===== src/rtl/conv_pkg.sv =====
// Shared constants for the convolution output framer: pixel width, tag placement
// and FIFO entry sizing.
package conv_pkg;

  localparam int PIX_W = 8;

  // Tag bit offsets above the packed pixel field inside a FIFO entry {sof, eol, eof, data}
  localparam int SOF_OFS = 2;
  localparam int EOL_OFS = 1;
  localparam int EOF_OFS = 0;

  function automatic int entry_w(input int p);
    return p * PIX_W + 3;
  endfunction

endpackage


===== src/rtl/sync_fifo_fwft.sv =====
// First-word-fall-through synchronous FIFO with occupancy count, synchronous flush
// and asynchronous active-low reset.
module sync_fifo_fwft #(
  parameter int DW    = 35,
  parameter int DEPTH = 16
) (
  input  logic                   clk,
  input  logic                   rst_n,
  input  logic                   clear,
  input  logic                   push,
  input  logic                   pop,
  input  logic [DW-1:0]          din,
  output logic [DW-1:0]          dout,
  output logic                   full,
  output logic                   empty,
  output logic [$clog2(DEPTH):0] level
);

  localparam int AW = $clog2(DEPTH);

  logic [DW-1:0] mem_q [DEPTH];
  logic [AW-1:0] wr_q;
  logic [AW-1:0] rd_q;
  logic [AW:0]   cnt_q;
  logic          push_ok_s;
  logic          pop_ok_s;

  assign full      = (cnt_q == (AW + 1)'(DEPTH));
  assign empty     = (cnt_q == (AW + 1)'(0));
  assign level     = cnt_q;
  assign pop_ok_s  = pop && !empty;
  assign push_ok_s = push && (!full || pop_ok_s);

  // Pointer and occupancy bookkeeping; flush wins over push/pop.
  always_ff @(posedge clk or negedge rst_n) begin
    if (!rst_n) begin
      wr_q  <= '0;
      rd_q  <= '0;
      cnt_q <= '0;
    end else if (clear) begin
      wr_q  <= '0;
      rd_q  <= '0;
      cnt_q <= '0;
    end else begin
      if (push_ok_s) wr_q <= wr_q + AW'(1);
      if (pop_ok_s)  rd_q <= rd_q + AW'(1);
      case ({push_ok_s, pop_ok_s})
        2'b10:   cnt_q <= cnt_q + (AW + 1)'(1);
        2'b01:   cnt_q <= cnt_q - (AW + 1)'(1);
        default: cnt_q <= cnt_q;
      endcase
    end
  end

  always_ff @(posedge clk) begin
    if (push_ok_s && !clear) mem_q[wr_q] <= din;
  end

  // Head entry is forced to zero while empty so outputs show clean reset values.
  always_comb begin
    dout = '0;
    if (!empty) begin
      dout = mem_q[rd_q];
    end else begin
      dout = '0;
    end
  end

endmodule


===== src/rtl/conv_out_framer.sv =====
// Packs per-lane convolution results into tagged P-pixel words, buffers them in a
// FWFT FIFO and streams them out, dropping words (sticky overflow) under backpressure.
module conv_out_framer
  import conv_pkg::*;
#(
  parameter int WIDTH  = 256,
  parameter int HEIGHT = 256,
  parameter int P      = 4,
  parameter int DEPTH  = 16
) (
  input  logic                   clk,
  input  logic                   rst_n,
  input  logic                   clear,
  input  logic [P-1:0]           in_valid_vec,
  input  logic [P*PIX_W-1:0]     in_pix_vec,
  output logic                   m_valid,
  input  logic                   m_ready,
  output logic [P*PIX_W-1:0]     m_data,
  output logic                   m_sof,
  output logic                   m_eol,
  output logic                   m_eof,
  output logic [$clog2(DEPTH):0] level,
  output logic                   overflow,
  output logic                   frame_done
);

  localparam int DDW  = P * PIX_W;
  localparam int EW   = entry_w(P);
  localparam int COLS = WIDTH / P;
  localparam int CW   = (COLS > 1) ? $clog2(COLS) : 1;
  localparam int RW   = (HEIGHT > 1) ? $clog2(HEIGHT) : 1;

  logic [CW-1:0]  col_q, col_d;
  logic [RW-1:0]  row_q, row_d;
  logic           ovf_q, ovf_d;
  logic           fd_q, fd_d;
  logic           event_s, push_s, pop_s, full_s, empty_s;
  logic           sof_s, eol_s, eof_s;
  logic [DDW-1:0] pix_s;
  logic [EW-1:0]  din_s, dout_s;

  // Word formation, tagging, counter advance and drop detection.
  always_comb begin
    pix_s   = '0;
    for (int l = 0; l < P; l++) begin
      if (in_valid_vec[l]) pix_s[l*PIX_W +: PIX_W] = in_pix_vec[l*PIX_W +: PIX_W];
      else                 pix_s[l*PIX_W +: PIX_W] = '0;
    end
    event_s = |in_valid_vec;
    sof_s   = (row_q == RW'(0)) && (col_q == CW'(0));
    eol_s   = (col_q == CW'(COLS - 1));
    eof_s   = eol_s && (row_q == RW'(HEIGHT - 1));
    din_s   = {sof_s, eol_s, eof_s, pix_s};
    pop_s   = !empty_s && m_ready && !clear;
    push_s  = event_s && !clear && (!full_s || pop_s);
    col_d   = col_q;
    row_d   = row_q;
    ovf_d   = ovf_q;
    fd_d    = pop_s && dout_s[DDW + EOF_OFS];
    if (clear) begin
      col_d = '0;
      row_d = '0;
      ovf_d = 1'b0;
    end else if (event_s) begin
      // Counters advance even for dropped words so geometry stays aligned.
      if (eol_s) begin
        col_d = '0;
        row_d = eof_s ? RW'(0) : row_q + RW'(1);
      end else begin
        col_d = col_q + CW'(1);
        row_d = row_q;
      end
      if (full_s && !pop_s) ovf_d = 1'b1;
      else                  ovf_d = ovf_q;
    end else begin
      col_d = col_q;
      row_d = row_q;
    end
  end

  always_ff @(posedge clk or negedge rst_n) begin
    if (!rst_n) begin
      col_q <= '0;
      row_q <= '0;
      ovf_q <= 1'b0;
      fd_q  <= 1'b0;
    end else begin
      col_q <= col_d;
      row_q <= row_d;
      ovf_q <= ovf_d;
      fd_q  <= fd_d;
    end
  end

  sync_fifo_fwft #(
    .DW    (EW),
    .DEPTH (DEPTH)
  ) u_fifo (
    .clk   (clk),
    .rst_n (rst_n),
    .clear (clear),
    .push  (push_s),
    .pop   (pop_s),
    .din   (din_s),
    .dout  (dout_s),
    .full  (full_s),
    .empty (empty_s),
    .level (level)
  );

  assign m_valid    = !empty_s;
  assign m_data     = dout_s[DDW-1:0];
  assign m_sof      = dout_s[DDW + SOF_OFS];
  assign m_eol      = dout_s[DDW + EOL_OFS];
  assign m_eof      = dout_s[DDW + EOF_OFS];
  assign overflow   = ovf_q;
  assign frame_done = fd_q;

endmodule

===== config.mk =====
export PLATFORM = sky130hd
export DESIGN_NAME = conv_out_framer
export DESIGN_NICKNAME = d
export VERILOG_FILES = /design/src/rtl/conv_pkg.sv /design/src/rtl/sync_fifo_fwft.sv /design/src/rtl/conv_out_framer.sv
export SDC_FILE = /design/constraint.sdc
export NUM_CORES = 1
export LEC_CHECK = 0
export BUFFER_PORTS_ARGS = -buffer_cell sky130_fd_sc_hd__buf_4
export CORE_ASPECT_RATIO = 1.5
export CORE_MARGIN = 3
export CORE_UTILIZATION = 60
export DETAILED_ROUTE_END_ITERATION = 16
export HOLD_SLACK_MARGIN = 0.06
export PLACE_DENSITY = 0.78
export SYNTH_ARGS = -nofsm -noshare
export SYNTH_HDL_FRONTEND = slang
export SYNTH_HIERARCHICAL = 1
export SYNTH_SLANG_ARGS = --single-unit

===== constraint.sdc =====
create_clock -name clk -period 11.8 [get_ports clk]
set_clock_uncertainty 0.05 [all_clocks]
set_input_delay 2.36 -clock clk [delete_from_list [all_inputs] [get_ports clk]]
set_output_delay 2.36 -clock clk [all_outputs]
set_load 0.02 [all_outputs]

==> results of run 1 <==
-- sequential cells by signal, indices dropped and copies added, names as in the netlist --
signal        cells
col_q             6
frame_done        1
overflow          1
row_q             8
u_fifo/level      5
u_fifo/mem_q    560
u_fifo/rd_q       4
u_fifo/wr_q       4
-- metal layers --
| layer | vias to the layer above | GRT usage [%] | share of wire [%] |
|---|---|---|---|
| li1 | 4770 | - | - |
| met1 | 5975 | 31.5 | 37 |
| met2 | 495 | 42.1 | 53 |
| met3 | 98 | 3.52 | 6.8 |
| met4 | 0 | 8.13 | 3.2 |
| met5 | - | 0 | 0 |
-- final timing paths --
| kind | startpoint | end | slack (ps) |
|---|---|---|---|
| worst max-delay path | u_fifo/rd_q[1] | m_data[26] | 5460 |
| worst min-delay path | overflow | overflow | 480 |
| worst max register to register | u_fifo/level[0] | u_fifo/mem_q[12][0] | 7350 |
| worst min register to register | overflow | overflow | 480 |
| max in group asynchronous | rst_n | u_fifo/rd_q[1] | 9720 |
| min in group asynchronous | rst_n | row_q[5] | 1670 |
-- cells in the final DEF (no fill, tap or decap), drive strengths merged, types with 4 or more instances in the layout --
cell type	count
a21oi	16
nor4	4
inv	15
or4	5
ha	12
a31oi	4
buf	102
nand2	18
or3	4
xor2	7
and2	34
and3	5
xnor2	5
o211ai	4
clkbuf	65
clkinv	21
a221o	35
nor2	78
edfxtp	560
o21ai	4
dfrtp	29
mux4	140
nand3	10
mux2i	41
-- critical path: stages (launching register included) --
cell and delay (ps):
dfrtp_4 1020, buf_4 830, mux4_2 620, mux2i_1 260, nor2_1 100, a221o_1 330, buf_4 170
-- power breakdown --
| part | switching (mW) | internal [mW] |
|---|---|---|
| clock network | 0.691 | 0.814 |
| registers | 0.0438 | 2.32 |
| logic | 0.404 | 0.311 |
| total | 1.14 | 3.45 |
-- cell families (layout without fill, tap and decap cells) --
logic type	Yosys count	in the layout	synth area share (%)
xor gates and xnor gates	12	12	0.452
and+or+nand+nor	174	174	3.85
buffers and inverters	71	206	1.51
adders and majority gates	13	13	0.732
AOI/OAI and AO/OA	71	71	2.57
muxes	184	184	15.5
DFF	589	589	75.4
-- per-stage QoR --
stage	utilization [%]	hold WS, ps	total power, mW
4_1_cts	68.5	476	4.62
3_5_place_dp	64.6	437	3.13
3_3_place_gp	64.6	439	3.12
5_1_grt	68.5	512	4.74
2_1_floorplan	-	497	2.89
6_report	68.5	476	4.59
-- cell type report --
class,count,area [um^2]
clock buffer,65,1290
clock inverter,26,183
fill,2321,11900
inverter,13,48.8
multi-input combinational,454,5500
sequential,589,17600
tap,489,612
timing repair buffer,102,766
-- cells in the mapped netlist, types with 2 or more instances --
master    instances  area, um^2
edfxtp_1        560       16800
mux4_2          140        3150
nor2_1           76         285
mux2i_1          41         410
a221o_1          35         350
and2_1           34         213
dfrtp_1          29         726
buf_2            26         130
clkbuf_1         21        78.8
nand2_1          17        63.8
a21oi_1          16        80.1
inv_1            13        48.8
ha_1             12         150
nand3_1           9        45.0
xor2_1            7        61.3
buf_6             5        56.3
xnor2_1           5        43.8
and3_1            4        25.0
buf_4             4        30.0
o211ai_1          4        30.0
o21ai_0           4        20.0
or3_1             4        25.0
or4_1             4        30.0
a31oi_1           3        18.8
mux2_2            3        33.8
nand2b_1          3        18.8
nand4_1           3        18.8
nor4_1            3        18.8
nor4b_1           3        26.3
buf_1             2        7.51
nor3_1            2        10.0
==> results.md, run 1 <==
* Status: finished, final reports clean
* Layout cells sized above 1 at 27.1%
* Tcrit/Tclk final at 53.8%
* Number of synthesized flops with an enable pin at 560
* First-pass GRT wire length at 74.3 mm
* Syn Nets at 1167
* Worst-Skew Late Latency at 560 ps
* Placed inst area at 24500 um^2
* # IOs at 83
* Seq/Total Area, Yosys at 75.4%
* Final setup viols at 0
* Pwr dens at 177 nW/um^2
* Total Routing Usage GR at 24.0%
* CP Capture Type: output pin
* #FFs+latches synth at 589
* Synth Cell Area at 23300 um^2
* Ys flop type: edfxtp_1
* RSZ-0062 raised after global routing: false
* P_leak at 8.23 nW
* Relative slew slack at 17.0%
* Tightest Hold Check Type: reg -> reg
* CTS tree: yes
* Port bufs at 82
* Startpoint Class: register
* DP Wirelength at 26.4 mm
* Hold buffers post-CTS at 0
* Minimum clock period at 6340 ps
* Crit path kind: reg -> out
* Routed len/inst at 27.9 um
* Pin count of the biggest net entering global routing at 55
* Vias per cell at 6.52
* Final Routed Wirelength at 48.5 mm
* Post-route cell area at 25900 um^2
* Max IR drop VDD at 0.000170 V
* Clock buffer depth at 3
* Residual DRC at 0
* Antenna violations before repair at 1
* TritonCTS Sinks at 589
* R2r worst-path depth at 10
* CTS clk-pin slew, worst paths at 60 ps
* Critical path arrival at 3930 ps
* Nets@finish at 1262
* Setup Fix Bufs, Post-CTS at 0
* Via count at 11.3k
* Placer Congestion at 0.794
* Dpl cells at 1647
* Synth warn at 6
* Number of global-route vias before repair at 12.2k
* Hold Violations, Final at 0
* Setup TNS at 0 ps
* Chip height at 247 um
* Number of max-cap violations at 0
* Critical Path Fanout Max at 54
* Gr ovfl total at 0
* Initial Util at 61.4%
* CTS H-tree lvls at 2
* CTS Buf Count at 49
* Worst endpoint required time at 9390 ps
* CORE AREA at 37900 um^2
* Root Buffer: clkbuf_16
* Die X at 167 um
* Synth Instances at 1114
* Slew Limit Fails at 0
* Fin cells at 1738
* Distinct cells, synth at 53
* Synthesis-to-finish area growth at 11.5%
* Worst-Margin Slew at 1240 ps
* Synth async-reset ratio at 4.92%
* Standard-cell rows at 87
* # diodes at 0
* Die area at 41200 um^2
* 1st-pass router iterations at 6
* Worst setup margin at 5460 ps
* DP Worst Slack at 5800 ps
* FMAX at 158 MHz
* Avg Cell Area, Syn at 20.9 um^2
* Worst hold stages at 2
* Post-DRT Antenna Nets at 0
* CTS-repair resized insts at 0
* Starting DRT DRC Count at 1048
No activity file was read; power rests on OpenSTA's default activity.
==> run 2: changes to the inputs <==
CORE_UTILIZATION = 56   (was 60)
PLACE_DENSITY = 0.76   (was 0.78)
clock period = 5.3 ns   (was 11.8 ns; I/O delays follow)
==> results.md, run 2 (synthesis results as in run 1) <==
* Status: finished, final reports clean (unchanged)
* Initial Util at 57.2% (was 61.4%)
* CP Capture Type: output pin (unchanged)
* Residual DRC at 0 (unchanged)
* Tightest Hold Check Type: in -> async (was reg -> reg)
* Reg with most FFs: u_fifo/mem_q (unchanged)
* Hold Violations, Final at 0 (unchanged)
* Met1 Wirelength at 18.6 mm (was 17.8 mm)
* Most common cell after layout, fill and taps aside: edfxtp_1 (unchanged)
* Final Util at 64.6% (was 68.5%)
* CTS-repair resized insts at 0 (unchanged)
* Worst-Margin Slew at 989 ps (was 1240 ps)
* Root Buffer: clkbuf_16 (unchanged)
* CTS tree: yes (unchanged)
* Tcrit/Tclk final at 86.3%
* DP Wirelength at 27.3 mm (was 26.4 mm)
* Most frequent cells in the layout: 560 x edfxtp_1, 140 x mux4_2, 96 x buf_4 (was 560 x edfxtp_1, 140 x mux4_2, 102 x buf_4)
* Critical Path Fanout Max at 21 (was 54)
* Final Routed Wirelength at 48.9 mm (was 48.5 mm)
* Layout cells sized above 1 at 27.3% (was 27.1%)
* Minimum clock period at 4570 ps
* Critical path arrival at 3460 ps (was 3930 ps)
* Fin cells at 1803 (was 1738)
* Sequential share of power at 50.6% (was 51.6%)
* # IOs at 83 (unchanged)
* CP peak stage delay at 760 ps (was 1020 ps)
* Metal2 WL at 25.4 mm (was 25.9 mm)
* Die X at 172 um (was 167 um)
* Worst-Skew Late Latency at 570 ps (was 560 ps)
* P_sw at 2.56 mW (was 1.14 mW)
* Number of max-cap violations at 0 (unchanged)
* Nets@finish at 1270 (was 1262)
* CTS clk-pin slew, worst paths at 60 ps (about the same)
* Post-DRT Antenna Nets at 0 (unchanged)
* DR top layer: met4 (unchanged)
* Standard-cell rows at 90 (was 87)
* Largest regs: u_fifo/mem_q x560, row_q x8, col_q x6 (unchanged)
* TritonCTS Sinks at 589 (unchanged)
* Starting DRT DRC Count at 1090 (was 1048)
* FMAX at 219 MHz
* Logic gate share of total power at 16.5% (was 15.6%)
* CORE AREA at 40700 um^2 (was 37900 um^2)
* Placer Congestion at 0.810 (was 0.794)
* CTS Buf Count at 51 (was 49)
* Number of global-route vias before repair at 11.9k (was 12.2k)
* Total Routing Usage GR at 22.7% (was 24.0%)
* RSZ-0062 raised after global routing: false (unchanged)
* Clk pwr share at 33.0% (was 32.8%)
* Internal cell power at 7.76 mW (was 3.45 mW)
* Routed len/inst at 27.1 um (was 27.9 um)
* Final setup viols at 0 (unchanged)
* Port bufs at 82 (unchanged)
* Layout fillers at 2628 (was 2321)
* Pwr dens at 393 nW/um^2 (was 177 nW/um^2)
* First-pass GRT wire length at 74.2 mm (was 74.3 mm)
* Vias per cell at 6.31 (was 6.52)
* Clock buffer depth at 3 (unchanged)
* Max IR drop VDD at 0.000389 V (was 0.000170 V)
* Worst endpoint required time at 4190 ps (was 9390 ps)
* WL met3 at 3.45 mm (was 3.28 mm)
* Die area at 44100 um^2 (was 41200 um^2)
* Antenna violations before repair at 0 (was 1)
* Hold buffers post-CTS at 0 (unchanged)
* Slowest-stage cell, CP: or4_1 (was dfrtp_4)
* Via count at 11.4k (was 11.3k)
* Hold Slack at 363 ps (was 476 ps)
* Net Sw Frac at 24.8% (about the same)
* Crit path kind: reg -> out (unchanged)
* Setup Fix Bufs, Post-CTS at 0 (unchanged)
* Most used cell, CP: buf_4 (unchanged)
* Pin count of the biggest net entering global routing at 106 (was 55)
* CTS H-tree lvls at 2 (unchanged)
* 1st-pass router iterations at 5 (was 6)
* Relative slew slack at 33.9% (was 17.0%)
* Dpl cells at 1716 (was 1647)
* # diodes at 0 (unchanged)
* Synthesis-to-finish area growth at 12.8% (was 11.5%)
* Number of flip-flops in the largest register at 560 (unchanged)
* Startpoint Class: register (unchanged)
* P_leak at 8.31 nW (was 8.23 nW)
* Slew Limit Fails at 0 (unchanged)
* Setup TNS at 0 ps (unchanged)
* Gr ovfl total at 0 (unchanged)
* Chip height at 256 um (was 247 um)
* Crit path cell chain: or4_1 > o21bai_4 > buf_4 > nor2_1 > a221o_1 > buf_4 (was buf_4 > mux4_2 > mux2i_1 > nor2_1 > a221o_1 > buf_4)
==> run 2: per-layer routing <==
layer / GRT usage (%) / vias to the layer above
met4: 6.92 / 0
met3: 3.88 / 101
li1: - / 4790
met2: 37.5 / 473
met5: 0 / -
met1: 31.6 / 6012
==> run 2: layout make-up <==
cell class                      instances  area, um^2  area share, %
Sequential cell                       589       17600           66.9
Multi-Input combinational cell        454        5500           20.9
Clock buffer                           69        1390           5.28
Timing Repair Buffer                  108         961           3.66
Tap cell                              552         691           2.63
Clock inverter                         18         109          0.415
Inverter                               13        48.8          0.186
==> run 2: final timing paths <==
kind | slack, ps | startpoint | to | cells past startpoint
min in group clk | 480 | overflow | overflow | 2
setup reg to reg | 1550 | u_fifo/level[0] | u_fifo/mem_q[0][6] | 10
hold / removal | 360 | rst_n | row_q[6] | 1
max in group asynchronous | 4530 | rst_n | u_fifo/rd_q[3] | 1
hold reg to reg | 480 | overflow | overflow | 2
setup / recovery | 730 | u_fifo/level[1] | m_eof | 6
==> run 2: through the flow <==
step	total power, mW	area (um^2)	worst slack [ps]
3_5_place_dp	7.03	24800	1300
3_3_place_gp	7.01	24800	1380
5_1_grt	10.7	26200	625
6_report	10.3	26200	727
2_1_floorplan	6.44	23300	891
4_1_cts	10.4	26200	716
==> run 2: critical path, delay by kind of cell (launching register included) <==
family,cells,cell delay (ps)
flip-flops,1,430
AND/OR/NAND/NOR,2,830
buffers and inverters,2,530
AO/OA/AOI/OAI,2,1090
==> run 2: power groups by stage <==
| stage | Sequential (mW) | Combinational [mW] | Clock, mW |
|---|---|---|---|
| after floorplan | 5.31 | 1.13 | 0 |
| after global placement | 5.31 | 1.70 | 0 |
| after detailed placement | 5.31 | 1.72 | 0 |
| after CTS | 5.22 | 1.73 | 3.46 |
| after global routing | 5.22 | 1.81 | 3.63 |
| final | 5.22 | 1.70 | 3.40 |
==> run 3: changes to the inputs <==
CORE_UTILIZATION = 40   (was 56)
PLACE_DENSITY = 0.58   (was 0.76)
==> results.md, run 3 (synthesis results as in run 1) <==
* 1st-pass router iterations at 5 (unchanged)
* Critical Path Fanout Max at 18 (was 21)
* Dpl cells at 1934 (was 1716)
* TritonCTS Sinks at 589 (unchanged)
* RR Startpoint: u_fifo/level[0] (unchanged)
* Tcrit/Tclk final at 88.2% (was 86.3%)
* Antenna violations before repair at 1 (was 0)
* Slew Limit Fails at 0 (unchanged)
* Hold buffers post-CTS at 0 (unchanged)
* Met1 Wirelength at 20.3 mm (was 18.6 mm)
* Residual DRC at 0 (unchanged)
* Die X at 203 um (was 172 um)
* Layout fillers at 4752 (was 2628)
* Most common cell after layout, fill and taps aside: edfxtp_1 (unchanged)
* Number of max-cap violations at 0 (unchanged)
* DP Wirelength at 29.0 mm (was 27.3 mm)
* Worst-Margin Slew at 999 ps (was 989 ps)
* Gr ovfl total at 0 (unchanged)
* Post-DRT Antenna Nets at 0 (unchanged)
* # IOs at 83 (unchanged)
* Via count at 11.1k (was 11.4k)
* Worst-Skew Late Latency at 580 ps (was 570 ps)
* CTS Buf Count at 54 (was 51)
* CTS-repair resized insts at 0 (unchanged)
* Setup TNS at 0 ps (unchanged)
* Crit path kind: reg -> out (unchanged)
* Status: finished, final reports clean (unchanged)
* Largest regs: u_fifo/mem_q x560, row_q x8, col_q x6 (unchanged)
* CP Capture Type: output pin (unchanged)
* P_leak at 8.46 nW (was 8.31 nW)
* Worst Setup SP: u_fifo/level[1] (unchanged)
* DR top layer: met4 (unchanged)
* Metal2 WL at 27.7 mm (was 25.4 mm)
* Most frequent cells in the layout: 560 x edfxtp_1, 140 x mux4_2, 105 x buf_4 (was 560 x edfxtp_1, 140 x mux4_2, 96 x buf_4)
* Synthesis-to-finish area growth at 15.1% (was 12.8%)
* Number of flip-flops in the largest register at 560 (unchanged)
* Relative slew slack at 33.3% (was 33.9%)
* CORE AREA at 57200 um^2 (was 40700 um^2)
* Vias per cell at 5.47 (was 6.31)
* Placer Congestion at 0.747 (was 0.810)
* Routed len/inst at 25.2 um (was 27.1 um)
* Chip height at 301 um (was 256 um)
* Die area at 61100 um^2 (was 44100 um^2)
* Tightest Hold Check Type: in -> async (unchanged)
* R2R setup slack at 1460 ps (was 1550 ps)
* Pin count of the biggest net entering global routing at 51 (was 106)
* Nets@finish at 1280 (was 1270)
* Initial Util at 40.7% (was 57.2%)
* Number of global-route vias before repair at 12.1k (was 11.9k)
* R2r worst-path depth at 10 (unchanged)
* Starting DRT DRC Count at 875 (was 1090)
* Critical path arrival at 3560 ps (was 3460 ps)
* Fin cells at 2034 (was 1803)
* Final setup viols at 0 (unchanged)
* FMAX at 214 MHz (was 219 MHz)
* Setup Fix Bufs, Post-CTS at 0 (unchanged)
* Clock buffer depth at 3 (unchanged)
* Standard-cell rows at 107 (was 90)
* Root Buffer: clkbuf_16 (unchanged)
* # diodes at 0 (unchanged)
* Post-route cell area at 26800 um^2 (was 26200 um^2)
* Hold Violations, Final at 0 (unchanged)
* RSZ-0062 raised after global routing: false (unchanged)
* Final Routed Wirelength at 51.2 mm (was 48.9 mm)
* Max IR drop VDD at 0.000245 V (was 0.000389 V)
* CTS H-tree lvls at 2 (unchanged)
* First-pass GRT wire length at 77.4 mm (was 74.2 mm)
* WL met3 at 2.01 mm (was 3.45 mm)
* CTS tree: yes (unchanged)
* Minimum clock period at 4670 ps (was 4570 ps)
* CTS clk-pin slew, worst paths at 70 ps (was 60 ps)
* Worst endpoint required time at 4190 ps (about the same)
* Total Routing Usage GR at 17.0% (was 22.7%)
* Reg with most FFs: u_fifo/mem_q (unchanged)
* Startpoint Class: register (unchanged)
* Pwr dens at 402 nW/um^2 (was 393 nW/um^2)
* Layout cells sized above 1 at 28.6% (was 27.3%)
* RR Endpoint: u_fifo/mem_q[1][21] (was u_fifo/mem_q[0][6])
* Placed inst area at 25000 um^2 (was 24800 um^2)
* Port bufs at 82 (unchanged)
run 3: changes by cell type in the layout (fill, tap and decap cells not counted), sizes merged:
cell,change
inv,+3
buf,+7
clkinvlp,+1
bufinv,+4
clkbuf,-2
clkinv,+7
run 3: how the worst max path moves through the flow:
stage | slack [ps] | end
finish | 630 | m_eol
global route | 530 | m_eol
CTS | 600 | m_sof
detailed placement | 1230 | u_fifo/level[4]
global placement | 1220 | m_eol
floorplan | 890 | u_fifo/mem_q[12][0]
run 3: routing by layer:
layer / track usage (%) / vias up
li1: - / 4832
met1: 21.2 / 5996
met2: 31.0 / 236
met3: 2.35 / 68
met4: 4.46 / 0
met5: 0 / -
run 3: power by group:
| part | internal [mW] | switching, mW |
|---|---|---|
| sequential | 5.17 | 0.0819 |
| clock | 2.15 | 1.67 |
| combinational | 0.725 | 0.961 |
run 3: metrics by stage:
stage	util, %	power (mW)	worst slack (ps)	hold slack [ps]
6_report	46.8	10.8	627	351
4_1_cts	46.8	10.9	601	342
5_1_grt	46.8	11.2	527	351
2_1_floorplan	-	6.44	891	497
3_3_place_gp	43.8	7.07	1220	443
3_5_place_dp	43.8	7.08	1230	458
run 3: area by class of cell:
class	instances	area, um^2	area share [%]
Tap cell	763	955	3.57
Inverter	13	48.8	0.182
Timing Repair Buffer	115	988	3.69
Clock inverter	33	307	1.15
Multi-Input combinational cell	454	5500	20.5
Sequential cell	589	17600	65.6
Clock buffer	67	1420	5.31
run 3: worst max-delay path, cell delays in order (launching register included):
cell      delay (ps)
dfrtp_1          440
or4_1            750
o21bai_4         780
buf_4            340
nor2_1            80
a221o_1          360
buf_4            200
